$ cat src/rtl/jace_kbd_pkg.sv
// Shared types and constants for the Jupiter Ace PS/2 keyboard adapter:
// decoder states, PS/2 prefix bytes and matrix geometry.
package jace_kbd_pkg;

  typedef enum logic [1:0] {
    ST_IDLE,
    ST_BRK,
    ST_EXT,
    ST_EXTBRK
  } kbd_state_t;

  localparam logic [7:0] PREFIX_E0    = 8'hE0;
  localparam logic [7:0] PREFIX_F0    = 8'hF0;
  localparam logic [7:0] SC_BACKSPACE = 8'h66;

  localparam int NUM_ROWS = 8;
  localparam int NUM_COLS = 5;
  localparam int ROW_W    = 3;
  localparam int COL_W    = 3;

endpackage

$ cat src/rtl/jace_kbd_map.sv
// Combinational PS/2 set-2 scancode to Ace matrix position lookup.
// Both shift keys share row 0 col 0; LCtrl stands in for Symbol Shift.
module jace_kbd_map
  import jace_kbd_pkg::*;
(
  input  logic [7:0]       code,
  output logic             hit,
  output logic [ROW_W-1:0] row,
  output logic [COL_W-1:0] col
);

  // NOTE: every output gets a default before the case so no latch is inferred.
  always_comb begin
    hit = 1'b1;
    row = '0;
    col = '0;
    case (code)
      8'h12, 8'h59: begin row = 3'd0; col = 3'd0; end
      8'h14:        begin row = 3'd0; col = 3'd1; end
      8'h1A:        begin row = 3'd0; col = 3'd2; end
      8'h22:        begin row = 3'd0; col = 3'd3; end
      8'h21:        begin row = 3'd0; col = 3'd4; end
      8'h1C:        begin row = 3'd1; col = 3'd0; end
      8'h1B:        begin row = 3'd1; col = 3'd1; end
      8'h23:        begin row = 3'd1; col = 3'd2; end
      8'h2B:        begin row = 3'd1; col = 3'd3; end
      8'h34:        begin row = 3'd1; col = 3'd4; end
      8'h15:        begin row = 3'd2; col = 3'd0; end
      8'h1D:        begin row = 3'd2; col = 3'd1; end
      8'h24:        begin row = 3'd2; col = 3'd2; end
      8'h2D:        begin row = 3'd2; col = 3'd3; end
      8'h2C:        begin row = 3'd2; col = 3'd4; end
      8'h16:        begin row = 3'd3; col = 3'd0; end
      8'h1E:        begin row = 3'd3; col = 3'd1; end
      8'h26:        begin row = 3'd3; col = 3'd2; end
      8'h25:        begin row = 3'd3; col = 3'd3; end
      8'h2E:        begin row = 3'd3; col = 3'd4; end
      8'h45:        begin row = 3'd4; col = 3'd0; end
      8'h46:        begin row = 3'd4; col = 3'd1; end
      8'h3E:        begin row = 3'd4; col = 3'd2; end
      8'h3D:        begin row = 3'd4; col = 3'd3; end
      8'h36:        begin row = 3'd4; col = 3'd4; end
      8'h4D:        begin row = 3'd5; col = 3'd0; end
      8'h44:        begin row = 3'd5; col = 3'd1; end
      8'h43:        begin row = 3'd5; col = 3'd2; end
      8'h3C:        begin row = 3'd5; col = 3'd3; end
      8'h35:        begin row = 3'd5; col = 3'd4; end
      8'h5A:        begin row = 3'd6; col = 3'd0; end
      8'h4B:        begin row = 3'd6; col = 3'd1; end
      8'h42:        begin row = 3'd6; col = 3'd2; end
      8'h3B:        begin row = 3'd6; col = 3'd3; end
      8'h33:        begin row = 3'd6; col = 3'd4; end
      8'h29:        begin row = 3'd7; col = 3'd0; end
      8'h3A:        begin row = 3'd7; col = 3'd1; end
      8'h31:        begin row = 3'd7; col = 3'd2; end
      8'h32:        begin row = 3'd7; col = 3'd3; end
      8'h2A:        begin row = 3'd7; col = 3'd4; end
      default:      hit = 1'b0;
    endcase
  end

endmodule

$ cat src/rtl/jace_ps2_keyboard.sv
// PS/2 keyboard to Jupiter Ace 8x5 matrix adapter: synchroniser, clock filter,
// frame receiver, make/break decoder and column readback. Option: JACE_KBD_PARITY_EN.
module jace_ps2_keyboard
  import jace_kbd_pkg::*;
#(
  parameter int FILTER_LEN     = 8,
  parameter int TIMEOUT_CYCLES = 25000
) (
  input  logic       clk,
  input  logic       rst_n,
  input  logic       ps2_clk,
  input  logic       ps2_data,
  input  logic [7:0] rows_n,
  output logic [4:0] kbdcols,
  output logic [7:0] rx_byte,
  output logic       rx_valid,
  output logic       parity_err
);

  localparam int FW = (FILTER_LEN > 1) ? $clog2(FILTER_LEN) : 1;
  localparam int TW = $clog2(TIMEOUT_CYCLES + 1);
  localparam logic [FW-1:0] FILT_MAX = FW'(FILTER_LEN - 1);
  localparam logic [TW-1:0] TO_MAX   = TW'(TIMEOUT_CYCLES - 1);

  logic [1:0]    clk_sync, data_sync;
  logic          clk_filt, fall, data_bit;
  logic [FW-1:0] filt_cnt;

  // NOTE: all sequential state uses non-blocking assignments.
  always_ff @(posedge clk or negedge rst_n) begin
    if (!rst_n) begin
      clk_sync  <= 2'b11;
      data_sync <= 2'b11;
    end else begin
      clk_sync  <= {clk_sync[0], ps2_clk};
      data_sync <= {data_sync[0], ps2_data};
    end
  end

  // The filtered level flips only after FILTER_LEN samples disagree with it in a row.
  always_ff @(posedge clk or negedge rst_n) begin
    if (!rst_n) begin
      clk_filt <= 1'b1;
      filt_cnt <= '0;
      fall     <= 1'b0;
      data_bit <= 1'b1;
    end else begin
      fall <= 1'b0;
      if (clk_sync[1] == clk_filt) begin
        filt_cnt <= '0;
      end else if (filt_cnt == FILT_MAX) begin
        clk_filt <= clk_sync[1];
        filt_cnt <= '0;
        fall     <= clk_filt;
        data_bit <= data_sync[1];
      end else begin
        filt_cnt <= filt_cnt + 1'b1;
      end
    end
  end

  logic [3:0]    bit_cnt;
  logic [7:0]    shreg;
  logic [TW-1:0] idle_cnt;
`ifdef JACE_KBD_PARITY_EN
  logic par_bit, par_err_q;
`endif

  // bit_cnt: 0 = idle, 1..8 = data bits, 9 = parity, 10 = stop.
  always_ff @(posedge clk or negedge rst_n) begin
    if (!rst_n) begin
      bit_cnt  <= '0;
      shreg    <= '0;
      idle_cnt <= '0;
      rx_byte  <= '0;
      rx_valid <= 1'b0;
`ifdef JACE_KBD_PARITY_EN
      par_bit   <= 1'b0;
      par_err_q <= 1'b0;
`endif
    end else begin
      rx_valid <= 1'b0;
`ifdef JACE_KBD_PARITY_EN
      par_err_q <= 1'b0;
`endif
      if (fall) begin
        idle_cnt <= '0;
        if (bit_cnt == 4'd0) begin
          if (!data_bit) bit_cnt <= 4'd1;
        end else if (bit_cnt <= 4'd8) begin
          shreg   <= {data_bit, shreg[7:1]};
          bit_cnt <= bit_cnt + 1'b1;
        end else if (bit_cnt == 4'd9) begin
`ifdef JACE_KBD_PARITY_EN
          par_bit <= data_bit;
`endif
          bit_cnt <= bit_cnt + 1'b1;
        end else begin
          bit_cnt <= '0;
          if (data_bit) begin
`ifdef JACE_KBD_PARITY_EN
            if (^{shreg, par_bit}) begin
              rx_byte  <= shreg;
              rx_valid <= 1'b1;
            end else begin
              par_err_q <= 1'b1;
            end
`else
            rx_byte  <= shreg;
            rx_valid <= 1'b1;
`endif
          end
        end
      end else if (bit_cnt != 4'd0) begin
        if (idle_cnt == TO_MAX) begin
          bit_cnt  <= '0;
          idle_cnt <= '0;
        end else begin
          idle_cnt <= idle_cnt + 1'b1;
        end
      end
    end
  end

`ifdef JACE_KBD_PARITY_EN
  assign parity_err = par_err_q;
`else
  assign parity_err = 1'b0;
`endif

  logic             map_hit;
  logic [ROW_W-1:0] map_row;
  logic [COL_W-1:0] map_col;

  jace_kbd_map u_map (
    .code (rx_byte),
    .hit  (map_hit),
    .row  (map_row),
    .col  (map_col)
  );

  kbd_state_t state, state_nx;
  logic       key_set, key_clr, bksp_set, bksp_clr;

  always_ff @(posedge clk or negedge rst_n) begin
    if (!rst_n) state <= ST_IDLE;
    else        state <= state_nx;
  end

  always_comb begin
    state_nx = state;
    key_set  = 1'b0;
    key_clr  = 1'b0;
    bksp_set = 1'b0;
    bksp_clr = 1'b0;
    if (rx_valid) begin
      case (state)
        ST_IDLE: begin
          if      (rx_byte == PREFIX_F0)    state_nx = ST_BRK;
          else if (rx_byte == PREFIX_E0)    state_nx = ST_EXT;
          else if (rx_byte == SC_BACKSPACE) bksp_set = 1'b1;
          else                              key_set  = map_hit;
        end
        ST_BRK: begin
          state_nx = ST_IDLE;
          if (rx_byte == SC_BACKSPACE) bksp_clr = 1'b1;
          else                         key_clr  = map_hit;
        end
        ST_EXT:  state_nx = (rx_byte == PREFIX_F0) ? ST_EXTBRK : ST_IDLE;
        default: state_nx = ST_IDLE;
      endcase
    end
  end

  logic [NUM_ROWS-1:0][NUM_COLS-1:0] matrix;
  logic                              bksp;

  always_ff @(posedge clk or negedge rst_n) begin
    if (!rst_n) begin
      matrix <= '0;
      bksp   <= 1'b0;
    end else begin
      if (key_set) matrix[map_row][map_col] <= 1'b1;
      if (key_clr) matrix[map_row][map_col] <= 1'b0;
      if (bksp_set) bksp <= 1'b1;
      if (bksp_clr) bksp <= 1'b0;
    end
  end

  // Backspace on the Ace is Caps Shift (row 0 col 0) plus 0 (row 4 col 0).
  logic [NUM_COLS-1:0] col_hit;
  always_comb begin
    col_hit = '0;
    for (int r = 0; r < NUM_ROWS; r++) begin
      if (!rows_n[r]) begin
        col_hit = col_hit | matrix[r];
        if (bksp && (r == 0 || r == 4)) col_hit[0] = 1'b1;
      end
    end
    kbdcols = ~col_hit;
  end

endmodule

$ cat config.mk
export PLATFORM = sky130hd
export DESIGN_NAME = jace_ps2_keyboard
export DESIGN_NICKNAME = d
export VERILOG_FILES = /design/src/rtl/jace_kbd_pkg.sv /design/src/rtl/jace_kbd_map.sv /design/src/rtl/jace_ps2_keyboard.sv
export SDC_FILE = /design/constraint.sdc
export NUM_CORES = 1
export LEC_CHECK = 0
export ABC_AREA = 1
export ABC_CLOCK_PERIOD_IN_PS = 4670
export BUFFER_PORTS_ARGS = -buffer_cell sky130_fd_sc_hd__buf_2
export CAP_MARGIN = 20
export CORE_UTILIZATION = 35
export DETAILED_ROUTE_END_ITERATION = 16
export PLACE_DENSITY = 0.61
export SETUP_SLACK_MARGIN = 0.05
export SYNTH_ARGS = -nofsm -noshare
export SYNTH_HDL_FRONTEND = slang
export SYNTH_SLANG_ARGS = --single-unit
export TNS_END_PERCENT = 1
$ cat constraint.sdc
create_clock -name clk -period 4.67 [get_ports clk]
set_input_delay 0.467 -clock clk [delete_from_list [all_inputs] [get_ports clk]]
set_output_delay 0.467 -clock clk [all_outputs]
set_load 0.05 [all_outputs]
==> impl_metrics.json, run 1 <==
{
  "async_flop_share_pct": 100,
  "dr.pass1.iters": 5,
  "end_kind": "flip-flop",
  "grt_usage_pct": 18.7,
  "ctsRootBufferMaster": "clkbuf_16",
  "grt_max_degree": 50,
  "power_per_cell_area_nw_per_um2": 300,
  "wl_per_cell_um": 14.0,
  "place_ws_ps": 1620,
  "cts_tree": "yes",
  "post-cts-setup-buffers": 0,
  "synth_fp_nets": 717,
  "tightestPinTransition_ps": 966,
  "synth_edf_count": 0,
  "port_buffers": 25,
  "place.gp.congestion": 0.911,
  "leakage_nw": 2.89,
  "vdd_drop_max_mv": 0.264,
  "diodes": 0,
  "routed_wl_mm": 12.7,
  "syn2layout_area_growth_pct": 12.4,
  "required_ps": 4960,
  "drv_slew": 0,
  "synth_ff_type": "dfrtp_1",
  "drt_first_iter_violations": 355,
  "crit_path_start_kind": "flip-flop",
  "ys_top_cells_by_count": "nand2_1 (179), inv_1 (120), dfrtp_1 (83)",
  "grt_pass1_wl_mm": 21.5,
  "finalSetupTns_ps": 0,
  "drive_above_1_share_pct": 10.2,
  "status": "finished clean",
  "rows": 43,
  "vias_per_cell": 4.95,
  "slew_headroom_pct": 35.5,
  "grt.overflow.total": 0,
  "vias": 4493,
  "fmaxAchievable_mhz": 313,
  "synth_area_leaders": "dfrtp_1 (42%), nand2_1 (13%), inv_1 (9.0%)",
  "worstSkewPairLatency_ps": 350,
  "hold_buffers": 0,
  "nets": 740,
  "synth_warnings": 0,
  "synth_area_um2": 4990,
  "clock_path_buffers": 2,
  "finalSetupViolations": 0,
  "initial_core_util_pct": 35.9,
  "die_w_um": 121,
  "core_um2": 13900,
  "layout_min_cycle_time_ps": 3200,
  "synthDistinctLibCells": 36,
  "grt_pass1_vias": 4296,
  "cts_num_sinks": 89,
  "route.detailed.drc": 0,
  "io_pins": 27,
  "max_cap_viol_count": 0,
  "skew_ps": 8.57,
  "cts-resized-gates": 0,
  "rsz0062_at_grt": "false",
  "worstSetupPathType": "reg -> reg",
  "drtAntennaViolNets": 0,
  "crit_fanout": 25,
  "arrival_ps": 3490,
  "hp-class": "in -> async",
  "htreeDepth": 3,
  "worst_slack_ps": 1470,
  "yosysTopAreaCellShare_pct": 41.6,
  "clk_pin_slew_ps": 70,
  "cts_buffers": 9,
  "synth_top_cell_by_area": "dfrtp_1",
  "syn_avg_cell_area_um2": 7.14,
  "grt_antenna_before_repair": 0,
  "hold_viol_final": 0,
  "yosysMostFrequentCell": "nand2_1",
  "dieArea_um2": 14700,
  "ys_seq_area_share_pct": 44.8,
  "dp_hpwl_mm": 9.31,
  "synth-seq-cells": 89,
  "syn_inst": 699,
  "die_h_um": 121,
  "period_share_pct": 68.5
}
worst paths after layout:
path	slack, ps	cells past startpoint	to	startpoint
worst max-delay path	1470	14	matrix[24]	rx_byte[7]
worst min-delay path	140	1	matrix[26]	rst_n
worst max register to register	1470	14	matrix[24]	rx_byte[7]
worst min register to register	360	0	clk_sync[1]	clk_sync[0]
max in group asynchronous	3540	2	clk_sync[0]	rst_n
min in group clk	220	1	clk_sync[0]	ps2_clk
registers in the layout (all words and copies together) (netlist names), 2 cells and up:
register / cells
rx_byte: 8
idle_cnt: 15
bit_cnt: 4
matrix: 40
clk_sync: 2
shreg: 8
state: 2
data_sync: 2
filt_cnt: 3
cells in the final DEF, fill, tap and decap left out, drive strengths merged:
cell / count
o22ai: 16
a221oi: 1
buf: 29
clkinv: 1
o21a: 1
inv: 129
nor3b: 1
mux2: 1
or2: 1
nor2: 77
xor2: 1
a211oi: 1
o21ai: 67
a22o: 1
nor3: 14
a31oi: 1
dfstp: 6
ha: 6
a21oi: 23
dfrtp: 83
o21bai: 5
nand3: 55
nor4: 6
conb: 1
a2111oi: 1
bufinv: 2
clkbuf: 10
a22oi: 1
nand2: 182
nand4: 4
cells by family (layout without fill, tap and decap cells):
logic type	Yosys count	in the layout	share of synthesized area [%]
buf+inv	143	171	11.6
compound gates	118	118	12.9
flops	89	89	44.8
other cells	1	1	0.0752
mux	1	1	0.226
simple gates	340	340	28.7
xor+xnor	1	1	0.176
fa+ha+maj	6	6	1.50
critical path, cell delays in order, from the launching register on:
cell     delay [ps]
dfrtp_1         420
inv_2            80
nand2_1         110
nor2_2          750
nand2_1         290
nand2_1         140
nor2_1           60
inv_1            50
nor2_1           50
nand3_2          90
nand2_1         410
buf_8           330
o21ai_0         210
nand2_1          80
inv_1            60
where the power goes:
part	total [mW]	switching (mW)	leakage, nW	internal [mW]
sequential	0.807	0.00977	1.22	0.797
clock	0.814	0.321	0.166	0.492
combinational	0.0638	0.0448	1.51	0.0190
total	1.68	0.376	2.89	1.31
cell type report:
cell class                 count  area (µm²)
multi-input combinational    467        2180
sequential                    89        2230
tap                          180         225
timing repair buffer          29         165
inverter                     126         473
clock inverter                 6        97.6
fill                        1503        8270
clock buffer                  10         239
layer usage:
metal	track usage (%)	wire [µm]	vias up
li1	-	-	2267
met1	24.1	5750	2063
met2	28.8	5670	135
met3	5.59	886	28
met4	7.87	407	0
met5	0	0	-
stage by stage:
step	instance area, µm²	util [%]	instances	hold slack [ps]	total power [mW]
after detailed placement	5270	38.0	891	349	0.887
after global placement	5260	37.9	890	347	0.887
after global routing	5610	40.4	907	192	1.75
final	5610	40.4	907	139	1.68
after floorplan	4990	-	699	171	0.852
after CTS	5610	40.4	907	167	1.71
(Power assumes the default switching activity.)
==> inputs of run 2 (changes only) <==
--- a/config.mk
+++ b/config.mk
@@ -6,7 +6,7 @@
 export NUM_CORES = 1
 export LEC_CHECK = 0
 export ABC_AREA = 1
-export ABC_CLOCK_PERIOD_IN_PS = 4670
+export ABC_CLOCK_PERIOD_IN_PS = 3250
 export BUFFER_PORTS_ARGS = -buffer_cell sky130_fd_sc_hd__buf_2
 export CAP_MARGIN = 20
 export CORE_UTILIZATION = 35
==> constraint.sdc (replaced) <==
create_clock -name clk -period 3.25 [get_ports clk]
set_input_delay 0.325 -clock clk [delete_from_list [all_inputs] [get_ports clk]]
set_output_delay 0.325 -clock clk [all_outputs]
set_load 0.05 [all_outputs]
==> impl_metrics.json, run 2 (same netlist as run 1, synthesis figures left out) <==
{
  "path_cells": "inv_2 > nand2_1 > nor2_2 > nand2_1 > nand2_1 > nor2_1 > nand2_1 > nor2_1 > nand3_2 > nand2_2 > inv_2 > buf_12 > nand3_1 > nand2_1 > inv_1",
  "drv_slew": 0,
  "nets": 747,
  "power_per_cell_area_nw_per_um2": 412,
  "end_kind": "flip-flop",
  "syn2layout_area_growth_pct": 13.0,
  "worstSkewPairLatency_ps": 350,
  "final_cell_count_no_fill": 914,
  "vias": 4495,
  "crit_path_start_kind": "flip-flop",
  "io_pins": 27,
  "finalSetupTns_ps": 0,
  "clk_pin_slew_ps": 60,
  "max_cap_viol_count": 0,
  "required_ps": 3500,
  "top_register": "matrix",
  "period_share_pct": 78.3,
  "die_h_um": 121,
  "core_um2": 13900,
  "largest_reg_flops": 40,
  "mostFrequentLayoutCell": "nand2_1",
  "leakage_nw": 2.91,
  "arrival_ps": 2790,
  "place_inst": 898,
  "placed_cell_area_um2": 5330,
  "die_w_um": 121,
  "port_buffers": 25,
  "hold_buffers": 0,
  "fmaxAchievable_mhz": 393,
  "mostFrequentLayoutCells": "nand2_1 (179), inv_1 (120), dfrtp_1 (83), o21ai_0 (66), nor2_1 (66)",
  "rsz0062_at_grt": "false",
  "layout_min_cycle_time_ps": 2540,
  "vias_per_cell": 4.92,
  "grt_pass1_vias": 4178,
  "vdd_drop_max_mv": 0.339,
  "cts-resized-gates": 0,
  "hp-class": "in -> async",
  "clock_path_buffers": 2,
  "skew_ps": 4.70,
  "initial_core_util_pct": 35.9,
  "wl_per_cell_um": 14.0,
  "r2r_cells": 15,
  "diodes": 0,
  "tightestPinTransition_ps": 645,
  "reg.largest.list": "matrix: 40 flops, idle_cnt: 15 flops",
  "hold_viol_final": 7,
  "grt.overflow.total": 0,
  "cts_buffers": 9,
  "grt_max_degree": 50,
  "slew_headroom_pct": 57.0,
  "grt_usage_pct": 18.6,
  "rows": 43,
  "drt_first_iter_violations": 361,
  "finalSetupViolations": 0,
  "cp_slowest_cell": "nor2_2",
  "htreeDepth": 3,
  "postLayoutCellArea_um2": 5640,
  "routed_wl_mm": 12.8,
  "route.detailed.drc": 0,
  "grt_pass1_wl_mm": 21.0,
  "worstSetupPathType": "reg -> reg",
  "crit_fanout": 26,
  "status": "complete, but fails checks",
  "drive_above_1_share_pct": 10.9,
  "fin_hold_ws_ps": -7.48,
  "cts_tree": "yes",
  "dieArea_um2": 14700,
  "dp_hpwl_mm": 9.55,
  "ctsRootBufferMaster": "clkbuf_16",
  "cts_num_sinks": 89,
  "drtAntennaViolNets": 0,
  "place_ws_ps": 742,
  "dr.pass1.iters": 5,
  "place.gp.congestion": 0.876,
  "slowest_delay_ps": 520,
  "worst_slack_ps": 705,
  "violations": "negative hold slack",
  "post-cts-setup-buffers": 0,
  "crit_top_cell": "nand2_1",
  "grt_antenna_before_repair": 0
}
run 2: where the power goes:
part / total [mW] / internal (mW) / switching, mW
Sequential: 1.16 / 1.15 / 0.0144
Combinational: 0.0920 / 0.0280 / 0.0639
Clock: 1.07 / 0.622 / 0.445
run 2: layout make-up:
type	count	area (µm²)
clock inverters	5	61.3
multi-input cells	467	2180
well taps	180	225
clock buffers	11	243
fillers	1447	8240
flip-flops and latches	89	2230
repair buffers	36	223
inverters	126	473
run 2: per-stage QoR:
| step | power [mW] | utilization [%] |
|---|---|---|
| 2_1_floorplan | 1.22 | - |
| 3_3_place_gp | 1.27 | 38.4 |
| 3_5_place_dp | 1.27 | 38.4 |
| 4_1_cts | 2.36 | 40.6 |
| 5_1_grt | 2.42 | 40.6 |
| 6_report | 2.32 | 40.6 |
run 2: path summary, 6_finish.rpt:
check                         endpoint         from  slack (ps)
max reg2reg                 matrix[26]   rx_byte[6]         710
max                         matrix[26]   rx_byte[6]         710
max in group asynchronous     clk_filt        rst_n        2470
min                         matrix[38]        rst_n          -7
min in group clk           clk_sync[0]      ps2_clk          70
min reg2reg                clk_sync[1]  clk_sync[0]         360
run 2: routing by layer:
metal | vias to the layer above | routed length, µm | GRT usage, %
met3 | 26 | 1010 | 5.26
met5 | - | 0 | 0
met4 | 0 | 352 | 7.02
met2 | 151 | 5720 | 28.7
met1 | 2043 | 5700 | 24.6
li1 | 2275 | - | -
run 2: critical path: cells and delay by family (launching register included):
kind	cells	cell delay, ps
flops	1	430
simple gates	11	1450
buf+inv	4	550
==> inputs of run 3 (changes only) <==
--- a/config.mk
+++ b/config.mk
@@ -6,7 +6,7 @@
 export NUM_CORES = 1
 export LEC_CHECK = 0
 export ABC_AREA = 1
-export ABC_CLOCK_PERIOD_IN_PS = 3250
+export ABC_CLOCK_PERIOD_IN_PS = 2400
 export BUFFER_PORTS_ARGS = -buffer_cell sky130_fd_sc_hd__buf_2
 export CAP_MARGIN = 20
 export CORE_UTILIZATION = 35
==> constraint.sdc (replaced) <==
create_clock -name clk -period 2.4 [get_ports clk]
set_input_delay 0.24 -clock clk [delete_from_list [all_inputs] [get_ports clk]]
set_output_delay 0.24 -clock clk [all_outputs]
set_load 0.05 [all_outputs]
==> impl_metrics.json, run 3 (same netlist as run 1, synthesis figures left out) <==
{
  "crit_path_start_kind": "flip-flop",
  "vdd_drop_max_mv": 0.427,
  "worstSkewPairLatency_ps": 350,
  "cts_tree": "yes",
  "cts_buffers": 9,
  "reg.largest.list": "matrix: 40 flops, idle_cnt: 15 flops",
  "grt.overflow.total": 0,
  "io_pins": 27,
  "leakage_nw": 3.03,
  "arrival_ps": 2410,
  "min_to": "data_sync[1]",
  "cp_slowest_cell": "dfrtp_1",
  "r2r_start": "rx_byte[1]",
  "place.gp.congestion": 0.921,
  "syn2layout_area_growth_pct": 17.8,
  "critPathTopFamily": "simple AND/OR/NAND/NOR gates",
  "cp_num_buf_inv": 4,
  "nets": 768,
  "drtAntennaViolNets": 0,
  "largest_reg_flops": 40,
  "crit_fanout": 8,
  "fmaxAchievable_mhz": 463,
  "end_kind": "flip-flop",
  "skew_ps": 6.55,
  "crit_top_cell": "nand2_1",
  "layout_min_cycle_time_ps": 2160,
  "grt_pass1_vias": 4351,
  "required_ps": 2650,
  "grt_pass1_wl_mm": 21.8,
  "rsz0062_at_grt": "true",
  "dp_hpwl_mm": 9.63,
  "worstSetupPathType": "reg -> reg",
  "dr.pass1.iters": 5,
  "core_um2": 13900,
  "layout.area.seq_um2": 2230,
  "multi_input_area_um2": 2230,
  "fillers": 1436,
  "tightestPinTransition_ps": 508,
  "finalSetupViolations": 0,
  "slew_headroom_pct": 66.1,
  "wl_per_cell_um": 13.7,
  "drive_above_1_share_pct": 14.6,
  "die_h_um": 121,
  "dieArea_um2": 14700,
  "mostFrequentLayoutCell": "nand2_1",
  "status": "finished clean",
  "cp-startpoint": "rx_byte[1]",
  "cts_num_sinks": 89,
  "initial_core_util_pct": 35.9,
  "ctsRootBufferMaster": "clkbuf_16",
  "route.detailed.drc": 0,
  "rows": 43,
  "slowest_delay_ps": 390,
  "final_cell_count_no_fill": 935,
  "whs_path_depth": 0,
  "hp-class": "reg -> reg",
  "port_buffers": 25,
  "top_register": "matrix",
  "drv_slew": 0,
  "r2r_cells": 15,
  "period_share_pct": 90.0,
  "fin_hold_ws_ps": 356,
  "rr_endpoint": "matrix[35]",
  "grt_max_degree": 55,
  "vias_per_cell": 4.87,
  "r2r_setup_slack_ps": 240,
  "drt_first_iter_violations": 339,
  "clk_pin_slew_ps": 70,
  "max_cap_viol_count": 0,
  "diodes": 0,
  "clock_path_buffers": 2,
  "vias": 4552,
  "mostFrequentLayoutCells": "nand2_1 (173), inv_1 (119), dfrtp_1 (83), o21ai_0 (66), nor2_1 (63)",
  "grt_usage_pct": 19.2,
  "min_from": "data_sync[0]",
  "place_inst": 912,
  "htreeDepth": 3,
  "hold_viol_final": 0,
  "grt_antenna_before_repair": 0,
  "finalSetupTns_ps": 0,
  "power_per_cell_area_nw_per_um2": 530,
  "path_cells": "buf_4 > nand2_2 > nor2_1 > buf_4 > nand2_1 > nand2_1 > nor2_1 > nand2_1 > nor2_1 > nand3_2 > nand2_2 > clkbuf_4 > o21ai_0 > nand2_1 > inv_1",
  "routed_wl_mm": 12.8,
  "die_w_um": 121
}
## run 3: changes by cell type in the layout (fill, tap and decap cells not counted), sizes merged
| cell | before | now |
|---|---|---|
| clkinv | 2 | 1 |
| bufinv | 1 | 0 |
| buf | 36 | 53 |
| dlygate4sd3 | 0 | 3 |
| clkbuf | 11 | 13 |
| clkinvlp | 0 | 1 |
## run 3: how the worst max path moves through the flow
stage                            end  slack, ps  cells after the start
after floorplan           kbdcols[1]        130                      3
after global placement    matrix[11]        200                     14
after detailed placement  matrix[38]        180                     14
after CTS                  matrix[5]        130                     14
after global routing      matrix[37]         50                     15
final                     matrix[35]        240                     15
## run 3: report_power, final
group          leakage (nW)  internal, mW  switching [mW]
clock network         0.146         0.796           0.618
logic                  1.66        0.0424          0.0866
registers              1.22          1.55          0.0190
## run 3: timing repair
| action | in CTS | in global routing |
|---|---|---|
| endpoints found under the setup margin | 0 | 40 |
| resized for setup | 0 | 19 |
| hold buffers | 3 | 0 |
| hold endpoints to repair | 37 | 0 |
| buffers inserted | 0 | 3 |
## run 3: area by class of cell
cell class	instances	area share, %
multi-input cells	467	38.0
clock buffers	12	4.54
repair buffers	57	6.94
well taps	180	3.83
flip-flops and latches	89	38.0
clock inverters	4	0.575
inverters	126	8.05
## run 3: through the flow
step / area (µm²) / util [%] / setup slack, ps / power (mW)
floorplan: 5000 / - / 125 / 1.66
global placement: 5460 / 39.3 / 198 / 1.73
detailed placement: 5460 / 39.3 / 178 / 1.73
CTS: 5790 / 41.7 / 132 / 3.15
global route: 5880 / 42.3 / 46.9 / 3.23
finish: 5880 / 42.3 / 240 / 3.11
## run 3: layer usage
metal	up-vias	wire length [µm]	global-route usage [%]
met5	-	0	0
met4	0	424	8.49
met3	35	780	4.46
met2	118	5680	29.0
met1	2071	5960	26.0
li1	2328	-	-
